$ cat config.mk
export PLATFORM = sky130hd
export DESIGN_NAME = eda_task_fifo_param
export DESIGN_NICKNAME = d
export VERILOG_FILES = /design/src/rtl/eda_task_fifo_param.sv
export SDC_FILE = /design/constraint.sdc
export NUM_CORES = 1
export LEC_CHECK = 0
export ABC_CLOCK_PERIOD_IN_PS = 7350
export BUFFER_PORTS_ARGS = -buffer_cell sky130_fd_sc_hd__buf_2
export CELL_PAD_IN_SITES_DETAIL_PLACEMENT = 1
export CELL_PAD_IN_SITES_GLOBAL_PLACEMENT = 1
export CORE_ASPECT_RATIO = 1.75
export CORE_MARGIN = 2
export CORE_UTILIZATION = 56
export DETAILED_ROUTE_END_ITERATION = 16
export GPL_ROUTABILITY_DRIVEN = 0
export GPL_TIMING_DRIVEN = 1
export PLACE_DENSITY = 0.85
export REMOVE_ABC_BUFFERS = 1
export SLEW_MARGIN = 30
export SYNTH_ARGS = -nofsm -noshare
export SYNTH_HDL_FRONTEND = slang
export SYNTH_SLANG_ARGS = --single-unit
export TNS_END_PERCENT = 100
$ cat constraint.sdc
create_clock -name SYSCLK -period 7.35 [get_ports SYSCLK]
set_input_delay 0.3675 -clock SYSCLK [delete_from_list [all_inputs] [get_ports SYSCLK]]
set_output_delay 0.3675 -clock SYSCLK [all_outputs]
set_load 0.03 [all_outputs]
$ cat src/rtl/eda_task_fifo_param.sv
// Parameterised synchronous FIFO with occupancy flags and overflow/underflow pulses.
// Optional first-word-fall-through output selected by defining FIFO_FWFT_EN.
module eda_task_fifo_param #(
    parameter int WIDTH     = 8,
    parameter int DEPTH     = 16,
    parameter int AF_THRESH = DEPTH - 2,
    parameter int AE_THRESH = 2
) (
    input  logic                     SYSCLK,
    input  logic                     RST,
    input  logic                     WR_EN,
    input  logic                     RD_EN,
    input  logic [WIDTH-1:0]         FIFO_IN,
    output logic [WIDTH-1:0]         FIFO_OUT,
    output logic                     EMPTY,
    output logic                     FULL,
    output logic                     ALMOST_FULL,
    output logic                     ALMOST_EMPTY,
    output logic [$clog2(DEPTH):0]   COUNT,
    output logic                     OVERFLOW,
    output logic                     UNDERFLOW
);

    localparam int AW = $clog2(DEPTH);
    localparam int CW = AW + 1;
    localparam logic [CW-1:0] C_DEPTH = CW'(DEPTH);
    localparam logic [CW-1:0] C_AF    = CW'(AF_THRESH);
    localparam logic [CW-1:0] C_AE    = CW'(AE_THRESH);

    logic [WIDTH-1:0] r_mem [DEPTH];
    logic [AW-1:0]    r_wr_ptr;
    logic [AW-1:0]    r_rd_ptr;
    logic [CW-1:0]    r_count;
    logic             r_overflow;
    logic             r_underflow;

    logic             w_empty;
    logic             w_full;
    logic             w_rd_acc;
    logic             w_wr_acc;

    assign w_empty  = (r_count == '0);
    assign w_full   = (r_count == C_DEPTH);
    assign w_rd_acc = RD_EN && !w_empty;
    // A full FIFO still takes a write when the same edge frees a slot.
    assign w_wr_acc = WR_EN && (!w_full || w_rd_acc);

    always_ff @(posedge SYSCLK) begin
        if (w_wr_acc && !RST) begin
            r_mem[r_wr_ptr] <= FIFO_IN;
        end
    end

    always_ff @(posedge SYSCLK) begin
        if (RST) begin
            r_wr_ptr    <= '0;
            r_rd_ptr    <= '0;
            r_count     <= '0;
            r_overflow  <= 1'b0;
            r_underflow <= 1'b0;
        end else begin
            if (w_wr_acc) begin
                r_wr_ptr <= r_wr_ptr + AW'(1);
            end
            if (w_rd_acc) begin
                r_rd_ptr <= r_rd_ptr + AW'(1);
            end
            case ({w_wr_acc, w_rd_acc})
                2'b10:   r_count <= r_count + CW'(1);
                2'b01:   r_count <= r_count - CW'(1);
                default: r_count <= r_count;
            endcase
            r_overflow  <= WR_EN && !w_wr_acc;
            r_underflow <= RD_EN && w_empty;
        end
    end

`ifdef FIFO_FWFT_EN
    // Head word is presented combinationally; zero while nothing is stored.
    assign FIFO_OUT = w_empty ? '0 : r_mem[r_rd_ptr];
`else
    logic [WIDTH-1:0] r_dout;

    always_ff @(posedge SYSCLK) begin
        if (RST) begin
            r_dout <= '0;
        end else if (w_rd_acc) begin
            r_dout <= r_mem[r_rd_ptr];
        end
    end

    assign FIFO_OUT = r_dout;
`endif

    assign EMPTY        = w_empty;
    assign FULL         = w_full;
    assign ALMOST_FULL  = (r_count >= C_AF);
    assign ALMOST_EMPTY = (r_count <= C_AE);
    assign COUNT        = r_count;
    assign OVERFLOW     = r_overflow;
    assign UNDERFLOW    = r_underflow;

endmodule

==> flow_summary.ini, run 1 <==
[clocking]
cts_root_buf = clkbuf_16
ctsHoldBuffers = 0
clkTransAtPathRegs_ns = 0.06
clk_path_buf_depth = 2
cts_tree = yes
postCtsResizedCells = 0
numCtsBuffers = 17
clock_latency_ns = 0.43
htreeDepth = 4
cts_sinks = 151
post_cts_buffers = 0

[placed_design]
dpl.hpwl_um = 9220
numPortBuffers = 30
pre_cts_slack_ns = 4.44

[hold_path]
hold_end = UNDERFLOW$_SDFF_PP0_
holdCritPathClass = in -> reg
whs_path_depth = 2
hold_path.startpoint = RD_EN

[worst_setup_path]
cp_top_family = compound AO/OA/AOI/OAI gates
r2r_setup_slack_ns = 4.41
critPathKind = reg -> reg
slowest_stage = dfxtp_1
crit_fanout = 10
required_ns = 7.67
cp-startpoint = COUNT[4]$_SDFFE_PP0P_
cp_cell_sequence = inv_1 > a21oi_1 > inv_1 > fa_1 > nand2b_1 > a21oi_1 > mux2_2 > a221oi_1
slowest_delay_ns = 0.52
crit_buf_inv = 2
end_kind = flip-flop
cp.arrival_ns = 3.26
reg2reg_to = COUNT[4]$_SDFFE_PP0P_
cp-start-kind = flip-flop
r2r_start = COUNT[4]$_SDFFE_PP0P_
reg2regPathDepth = 8

[die]
initial_utilization = 0.567
die_h_um = 143
dieArea_mm2 = 0.0120
core_mm2 = 0.0110
die_x_um = 83.7
io_pins = 31
rows = 51

[yosys]
yosys_most_used_dff = edfxtp_1
synthArstFlopShare = 0
netlist_top_cells_area = edfxtp_1 (62%), dfxtp_1 (7.4%), mux2i_1 (5.8%), mux4_2 (5.8%), nor2_1 (2.1%)
synth_seq_cells = 151
synth_top_area_share = 0.618
synth_edf_count = 128
yosysWarningCount = 0
yosysTopAreaCell = edfxtp_1
ys_seq_area_frac = 0.692
syn_area_mm2 = 0.00622
syn_inst = 383
avgSynthCellArea_um2 = 16.2
ys_types = 46

[timing]
rsz0062_at_grt = false
fin_ws_ns = 4.41
fmax_ghz = 0.340
hold_viol = 0
fin_crit_sh = 0.400
max_slew_margin = 0.335
tightestPinTransition_ns = 0.994
fin_crit_ns = 2.94
holdWs_ns = 0.285
fin_tns_setup_ns = 0
fin_skew_ns = 0.00912
drv_slew = 0
setup_viol = 0

[finish]
antenna-diode-count = 0
n_fill_cell = 998
mostFrequentLayoutCells = edfxtp_1 (128), mux2i_1 (36), nor2_1 (33), buf_2 (30), dfxtp_1 (22)
multiInputGateArea_mm2 = 0.00180
fin_nets = 437
final_common_cell = edfxtp_1
regArea_mm2 = 0.00431
drive_gt1_frac = 0.256
area_growth_pct = 13.7

[power_and_ir_drop]
p_per_area_mw_per_mm2 = 348
power.share.clock = 0.356
ir_drop_uv = 334
fin_total_pwr_uw = 2470
combinationalPowerShare = 0.230
pwr-share-seq = 0.414
switching_share = 0.320
p_switching_uw = 788
power_leakage_uw = 0.00232
p_int_uw = 1680

[grt]
grt_antenna_before_repair = 0
grt_max_degree = 52
grt_pass1_wl_um = 22400
grtUsageTotal = 0.257
grt_pass1_vias = 3794
overflow = 0

[drt]
drt_first_iter_violations = 184
wl_um = 14400
routed-via-count = 3495
vias_per_cell = 6.23
antenna_left = 0
drtPass1Iterations = 5
wire_per_inst_um = 25.7
drc_errors = 0

[outcome]
status = finished, final reports clean

[run]
cap_violations = 0
[metrics by stage]
step / util / cells / cell area [um2]
final: 0.645 / 561 / 7080
after global routing: 0.645 / 561 / 7080
after CTS: 0.644 / 561 / 7070
after detailed placement: 0.590 / 529 / 6480
after global placement: 0.590 / 529 / 6480
after floorplan: - / 362 / 6120
[registers in the layout (all words and copies together), names as in the netlist]
| signal | cells |
|---|---|
| r_rd_ptr | 4 |
| FIFO_OUT | 8 |
| OVERFLOW | 1 |
| r_mem | 128 |
| UNDERFLOW | 1 |
| r_wr_ptr | 4 |
| COUNT | 5 |
[power by group through the flow]
stage,Clock [uW],Sequential (uW),Combinational [uW]
global route,914,1030,612
finish,877,1020,568
global placement,0,1030,547
floorplan,0,1110,321
CTS,885,1020,575
detailed placement,0,1040,566
[cells in the mapped netlist (all sizes together) (4+ instances only)]
| library cell | n |
|---|---|
| edfxtp | 128 |
| o22ai | 16 |
| a21oi | 5 |
| mux2 | 4 |
| nor3 | 13 |
| inv | 7 |
| nand2b | 9 |
| dfxtp | 23 |
| mux4 | 16 |
| a22o | 8 |
| nand2 | 9 |
| clkbuf | 6 |
| buf | 15 |
| mux2i | 36 |
| xor2 | 4 |
| nor4 | 9 |
| ha | 8 |
| nor2 | 35 |
[cell type report]
type	count	area share
clock buffer	17	0.0601
clock inverter	15	0.0239
inverter	7	0.00371
multi-input combinational	204	0.254
sequential	151	0.608
tap	132	0.0233
timing repair buffer	35	0.0265
[per-layer routing]
| metal | wire length [um] | vias up | GRT usage |
|---|---|---|---|
| met5 | 0 | - | 0 |
| met4 | 390 | 0 | 0.133 |
| met3 | 449 | 28 | 0.0442 |
| met2 | 8160 | 96 | 0.475 |
| met1 | 5400 | 1817 | 0.281 |
| li1 | - | 1554 | - |
[how the worst max path moves through the flow]
stage	end	slack, ns	cells past startpoint
after floorplan	FIFO_OUT[6]$_SDFFE_PP0P_	4.57	4
after global placement	COUNT[4]$_SDFFE_PP0P_	4.61	9
after detailed placement	COUNT[4]$_SDFFE_PP0P_	4.44	9
after CTS	COUNT[4]$_SDFFE_PP0P_	4.39	8
after global routing	COUNT[4]$_SDFFE_PP0P_	4.16	8
final	COUNT[4]$_SDFFE_PP0P_	4.41	8
[worst register-to-register path: stages (launching register included)]
cell      delay (ns)
dfxtp_1         0.52
inv_1           0.18
a21oi_1         0.48
inv_1           0.12
fa_1            0.43
nand2b_1        0.16
a21oi_1         0.32
mux2_2          0.38
a221oi_1        0.26
[kinds of logic after synthesis]
family | count (synthesis) | share of synthesized area
multiplexers | 56 | 0.123
AO/OA/AOI/OAI | 43 | 0.0501
adder cells (fa/ha/maj) | 9 | 0.0193
flip-flops | 151 | 0.692
XOR/XNOR | 6 | 0.00845
AND/OR/NAND/NOR | 90 | 0.0863
buffers and inverters | 28 | 0.0211
No activity file was read; power rests on OpenSTA's default activity.
==> inputs of run 2 (changes only) <==
--- a/config.mk
+++ b/config.mk
@@ -5,17 +5,17 @@
 export SDC_FILE = /design/constraint.sdc
 export NUM_CORES = 1
 export LEC_CHECK = 0
-export ABC_CLOCK_PERIOD_IN_PS = 7350
+export ABC_CLOCK_PERIOD_IN_PS = 3050
 export BUFFER_PORTS_ARGS = -buffer_cell sky130_fd_sc_hd__buf_2
 export CELL_PAD_IN_SITES_DETAIL_PLACEMENT = 1
 export CELL_PAD_IN_SITES_GLOBAL_PLACEMENT = 1
 export CORE_ASPECT_RATIO = 1.75
 export CORE_MARGIN = 2
-export CORE_UTILIZATION = 56
+export CORE_UTILIZATION = 52
 export DETAILED_ROUTE_END_ITERATION = 16
 export GPL_ROUTABILITY_DRIVEN = 0
 export GPL_TIMING_DRIVEN = 1
-export PLACE_DENSITY = 0.85
+export PLACE_DENSITY = 0.8
 export REMOVE_ABC_BUFFERS = 1
 export SLEW_MARGIN = 30
 export SYNTH_ARGS = -nofsm -noshare
==> constraint.sdc (replaced) <==
create_clock -name SYSCLK -period 3.05 [get_ports SYSCLK]
set_input_delay 0.1525 -clock SYSCLK [delete_from_list [all_inputs] [get_ports SYSCLK]]
set_output_delay 0.1525 -clock SYSCLK [all_outputs]
set_load 0.03 [all_outputs]
==> run 2 against run 1 <==
Net effect: final area increased by 1.4%; cell count increased by 2.7%; global-route usage decreased by 2.4 points; register-to-register slack got worse by 4.2 ns; highest routed layer unchanged; maximum frequency increased by 3.3%; largest cell class unchanged; first-iteration DRC count increased by 45%; combinational power increased by 140%; worst hold slack got worse by 0.19 ns; critical endpoint unchanged.
==> flow_summary.ini, run 2 (same netlist as run 1, synthesis figures left out) <==
[finish]
mostFrequentLayoutCells = edfxtp_1 (128), mux2i_1 (36), nor2_1 (35), buf_2 (30), dfxtp_1 (22)
top_register = r_mem
fin_nets = 449
final_common_cell = edfxtp_1
largest_register_ff_count = 128
n_fill_cell = 1060
area_growth_pct = 15.3
antenna-diode-count = 0
drive_gt1_frac = 0.261

[timing]
fin_crit_ns = 2.85
max_slew_margin = 0.371
hold_viol = 0
setup_viol = 0
drv_slew = 0
fin_crit_sh = 0.934
fmax_ghz = 0.351
fin_skew_ns = 0.0133
rsz0062_at_grt = false
tightestPinTransition_ns = 0.940
fin_tns_setup_ns = 0

[clocking]
ctsHoldBuffers = 0
numCtsBuffers = 17
clk_path_buf_depth = 2
htreeDepth = 4
clkTransAtPathRegs_ns = 0.06
cts_root_buf = clkbuf_16
post_cts_buffers = 0
cts_tree = yes
cts_sinks = 151
postCtsResizedCells = 0
clock_latency_ns = 0.42

[worst_setup_path]
required_ns = 3.33
end_kind = flip-flop
crit_fanout = 7
cp-start-kind = flip-flop
critPathKind = reg -> reg
cp.arrival_ns = 3.13

[outcome]
status = finished, final reports clean

[die]
die_h_um = 149
initial_utilization = 0.534
die_x_um = 86.7
io_pins = 31
rows = 52
core_mm2 = 0.0116
dieArea_mm2 = 0.0129

[power_and_ir_drop]
p_per_area_mw_per_mm2 = 827
fin_total_pwr_uw = 5930
ir_drop_uv = 823
power_leakage_uw = 0.00240

[drt]
wire_per_inst_um = 23.9
routed-via-count = 3474
drc_errors = 0
drt_first_iter_violations = 267
wl_um = 13800
vias_per_cell = 6.03
antenna_left = 0
drtPass1Iterations = 5

[grt]
grt_antenna_before_repair = 0
grtUsageTotal = 0.233
grt_pass1_wl_um = 21800
grt_max_degree = 28
grt_pass1_vias = 3900
overflow = 0

[run]
cap_violations = 0

[hold_path]
holdCritPathClass = in -> reg

[placed_design]
dpl.hpwl_um = 9480
numPortBuffers = 30
## run 2: worst max-delay path: stages (launching register included)
cell and delay [ns]:
dfxtp_1 0.48, nor4_2 0.14, a21oi_2 0.30, inv_1 0.10, fa_1 0.41, nand2b_1 0.16
a21oi_1 0.38, mux2_2 0.39, a221oi_1 0.35
## run 2: cell type report
| class | instances | area (um2) | area share |
|---|---|---|---|
| flip-flops and latches | 151 | 4310 | 0.600 |
| clock buffers | 25 | 519 | 0.0724 |
| inverters | 7 | 26.3 | 0.00366 |
| multi-input cells | 204 | 1790 | 0.249 |
| clock inverters | 7 | 88.8 | 0.0124 |
| well taps | 135 | 169 | 0.0235 |
| repair buffers | 47 | 278 | 0.0387 |
## run 2: per-stage QoR
step | setup slack, ns | utilization | cells | cell area, um2 | hold slack (ns)
floorplan | 0.272 | - | 362 | 6120 | 0.222
global placement | 0.405 | 0.564 | 544 | 6570 | 0.481
detailed placement | 0.134 | 0.564 | 544 | 6570 | 0.489
CTS | 0.128 | 0.616 | 576 | 7170 | 0.0761
global route | 0.0351 | 0.616 | 576 | 7180 | 0.0885
finish | 0.203 | 0.616 | 576 | 7180 | 0.0958
## run 2: report_power, final
part           internal, uW  switching, uW
sequential             2350           98.5
clock                  1350            765
combinational           471            894
total                  4170           1760
## run 2: worst paths after layout
path / from / end / slack [ns] / cells after the start
setup / recovery: COUNT[2]$_SDFFE_PP0P_ / COUNT[4]$_SDFFE_PP0P_ / 0.20 / 8
hold / removal: RD_EN / UNDERFLOW$_SDFF_PP0_ / 0.1 / 2
setup reg to reg: COUNT[2]$_SDFFE_PP0P_ / COUNT[4]$_SDFFE_PP0P_ / 0.20 / 8
hold reg to reg: FIFO_OUT[4]$_SDFFE_PP0P_ / FIFO_OUT[4]$_SDFFE_PP0P_ / 0.50 / 2
## run 2: layer usage
layer | track usage | share of wire | vias to the layer above
met5 | 0 | 0 | -
met4 | 0.0914 | 0.016 | 0
met3 | 0.0372 | 0.024 | 18
met2 | 0.441 | 0.58 | 86
met1 | 0.253 | 0.38 | 1787
li1 | - | - | 1583
==> inputs of run 3 (changes only) <==
--- a/config.mk
+++ b/config.mk
@@ -16,6 +16,7 @@
 export GPL_ROUTABILITY_DRIVEN = 0
 export GPL_TIMING_DRIVEN = 1
 export PLACE_DENSITY = 0.8
+export RECOVER_POWER = 25
 export REMOVE_ABC_BUFFERS = 1
 export SLEW_MARGIN = 30
 export SYNTH_ARGS = -nofsm -noshare
==> run 3 against run 2 <==
Net effect: non-clock buffer count is the same; count of clock-buffer cells in the layout is the same; global-route usage is the same; first-iteration DRC count shrank 4.5%; maximum frequency shrank 0.38%; clock skew shrank 0.0018 ns; worst setup slack lost 0.011 ns; clock power is essentially flat; combinational power is essentially flat; critical endpoint unchanged; highest routed layer unchanged.
==> flow_summary.ini, run 3 (same netlist as run 1, synthesis figures left out) <==
[outcome]
status = finished, final reports clean

[power_and_ir_drop]
ir_drop_uv = 825
power_leakage_uw = 0.00239
p_per_area_mw_per_mm2 = 827

[clocking]
cts_tree = yes
cts_root_buf = clkbuf_16
cts_sinks = 151
clkTransAtPathRegs_ns = 0.05
clock_latency_ns = 0.42
clk_path_buf_depth = 2
ctsHoldBuffers = 0
htreeDepth = 4
numCtsBuffers = 17

[timing]
tightestPinTransition_ns = 0.941
setup_viol = 0
fin_crit_sh = 0.937
hold_viol = 0
rsz0062_at_grt = false
fin_crit_ns = 2.86
drv_slew = 0
fmax_ghz = 0.350
fin_tns_setup_ns = 0
holdWs_ns = 0.0921
fin_skew_ns = 0.0115
max_slew_margin = 0.370

[hold_path]
hold_end = UNDERFLOW$_SDFF_PP0_
holdCritPathClass = in -> reg
hold_path.startpoint = RD_EN
whs_path_depth = 2

[drt]
routed-via-count = 3482
antenna_left = 0
drc_errors = 0
drt_first_iter_violations = 255
wire_per_inst_um = 23.9
drtPass1Iterations = 4
met2WireLength_um = 8070
top_layer_used = met4
dr_wl_met3_um = 391
wl_met1_um = 5120
wl_um = 13800
vias_per_cell = 6.05

[worst_setup_path]
end_kind = flip-flop
cp.arrival_ns = 3.14
cp-startpoint = COUNT[0]$_SDFFE_PP0P_
r2r_start = COUNT[0]$_SDFFE_PP0P_
crit_fanout = 7
critPathKind = reg -> reg
cp-start-kind = flip-flop
r2r_setup_slack_ns = 0.19
reg2regPathDepth = 7
required_ns = 3.33
reg2reg_to = COUNT[4]$_SDFFE_PP0P_

[finish]
drive_gt1_frac = 0.247
area_growth_pct = 15.2
largest_register_ff_count = 128
top_register = r_mem
final_common_cell = edfxtp_1
n_fill_cell = 1064
mostFrequentLayoutCells = edfxtp_1 (128), mux2i_1 (36), nor2_1 (35), buf_2 (24), dfxtp_1 (22)
final_cell_count_no_fill = 576
fin_nets = 449
post-route-util = 0.616
antenna-diode-count = 0
fin_area_mm2 = 0.00717

[grt]
grt_pass1_wl_um = 21800
overflow = 0
grt_max_degree = 28
grtUsageTotal = 0.233
grt_pass1_vias = 3900
grt_antenna_before_repair = 0

[die]
core_mm2 = 0.0116
rows = 52
die_x_um = 86.7
initial_utilization = 0.534
io_pins = 31
die_h_um = 149
dieArea_mm2 = 0.0129

[placed_design]
numPortBuffers = 30
dp_cells = 544
dpl.hpwl_um = 9480
placed_area_mm2 = 0.00657

[run]
cap_violations = 0
-- run 3: through the flow --
step / power (uW) / worst slack (ns)
floorplan: 3450 / 0.272
global placement: 3800 / 0.405
detailed placement: 3870 / 0.134
CTS: 5960 / 0.128
global route: 6170 / 0.0351
finish: 5930 / 0.192
-- run 3: where the power goes --
group	total, uW	switching, uW	internal [uW]	leakage, uW
clock	2110	766	1350	0.000300
sequential	2450	98.7	2360	0.00134
combinational	1360	892	470	0.000744
total	5930	1760	4170	0.00239
-- run 3: how the worst max path moves through the flow --
stage,to,slack [ns],cells past startpoint
2_1_floorplan,FIFO_OUT[6]$_SDFFE_PP0P_,0.27,4
3_3_place_gp,COUNT[4]$_SDFFE_PP0P_,0.40,8
3_5_place_dp,COUNT[4]$_SDFFE_PP0P_,0.13,8
4_1_cts,COUNT[4]$_SDFFE_PP0P_,0.13,8
5_1_grt,COUNT[4]$_SDFFE_PP0P_,0.04,7
6_report,COUNT[4]$_SDFFE_PP0P_,0.19,7
-- run 3: routing by layer --
metal / vias up / GRT usage
met5: - / 0
met2: 98 / 0.441
li1: 1581 / -
met4: 0 / 0.0914
met1: 1781 / 0.253
met3: 22 / 0.0372
-- run 3: cell type report --
cell class,instances,area (um2),area share
flip-flops and latches,151,4310,0.601
well taps,135,169,0.0236
clock inverters,7,88.8,0.0124
clock buffers,25,519,0.0724
multi-input cells,204,1790,0.250
repair buffers,47,270,0.0377
inverters,7,26.3,0.00366
-- run 3: critical path: stages, from the launching register on --
cell and delay (ns):
dfxtp_1 0.38, nor4_2 0.55, a21oi_2 0.20, ha_1 0.39, nand2b_1 0.08, a21oi_1 0.37
mux2_2 0.39, a221oi_1 0.37
-- run 3: repair_timing --
item                                    CTS  global route
resized for setup                         0             1
endpoints found under the setup margin    0             1
setup buffers                             0             0
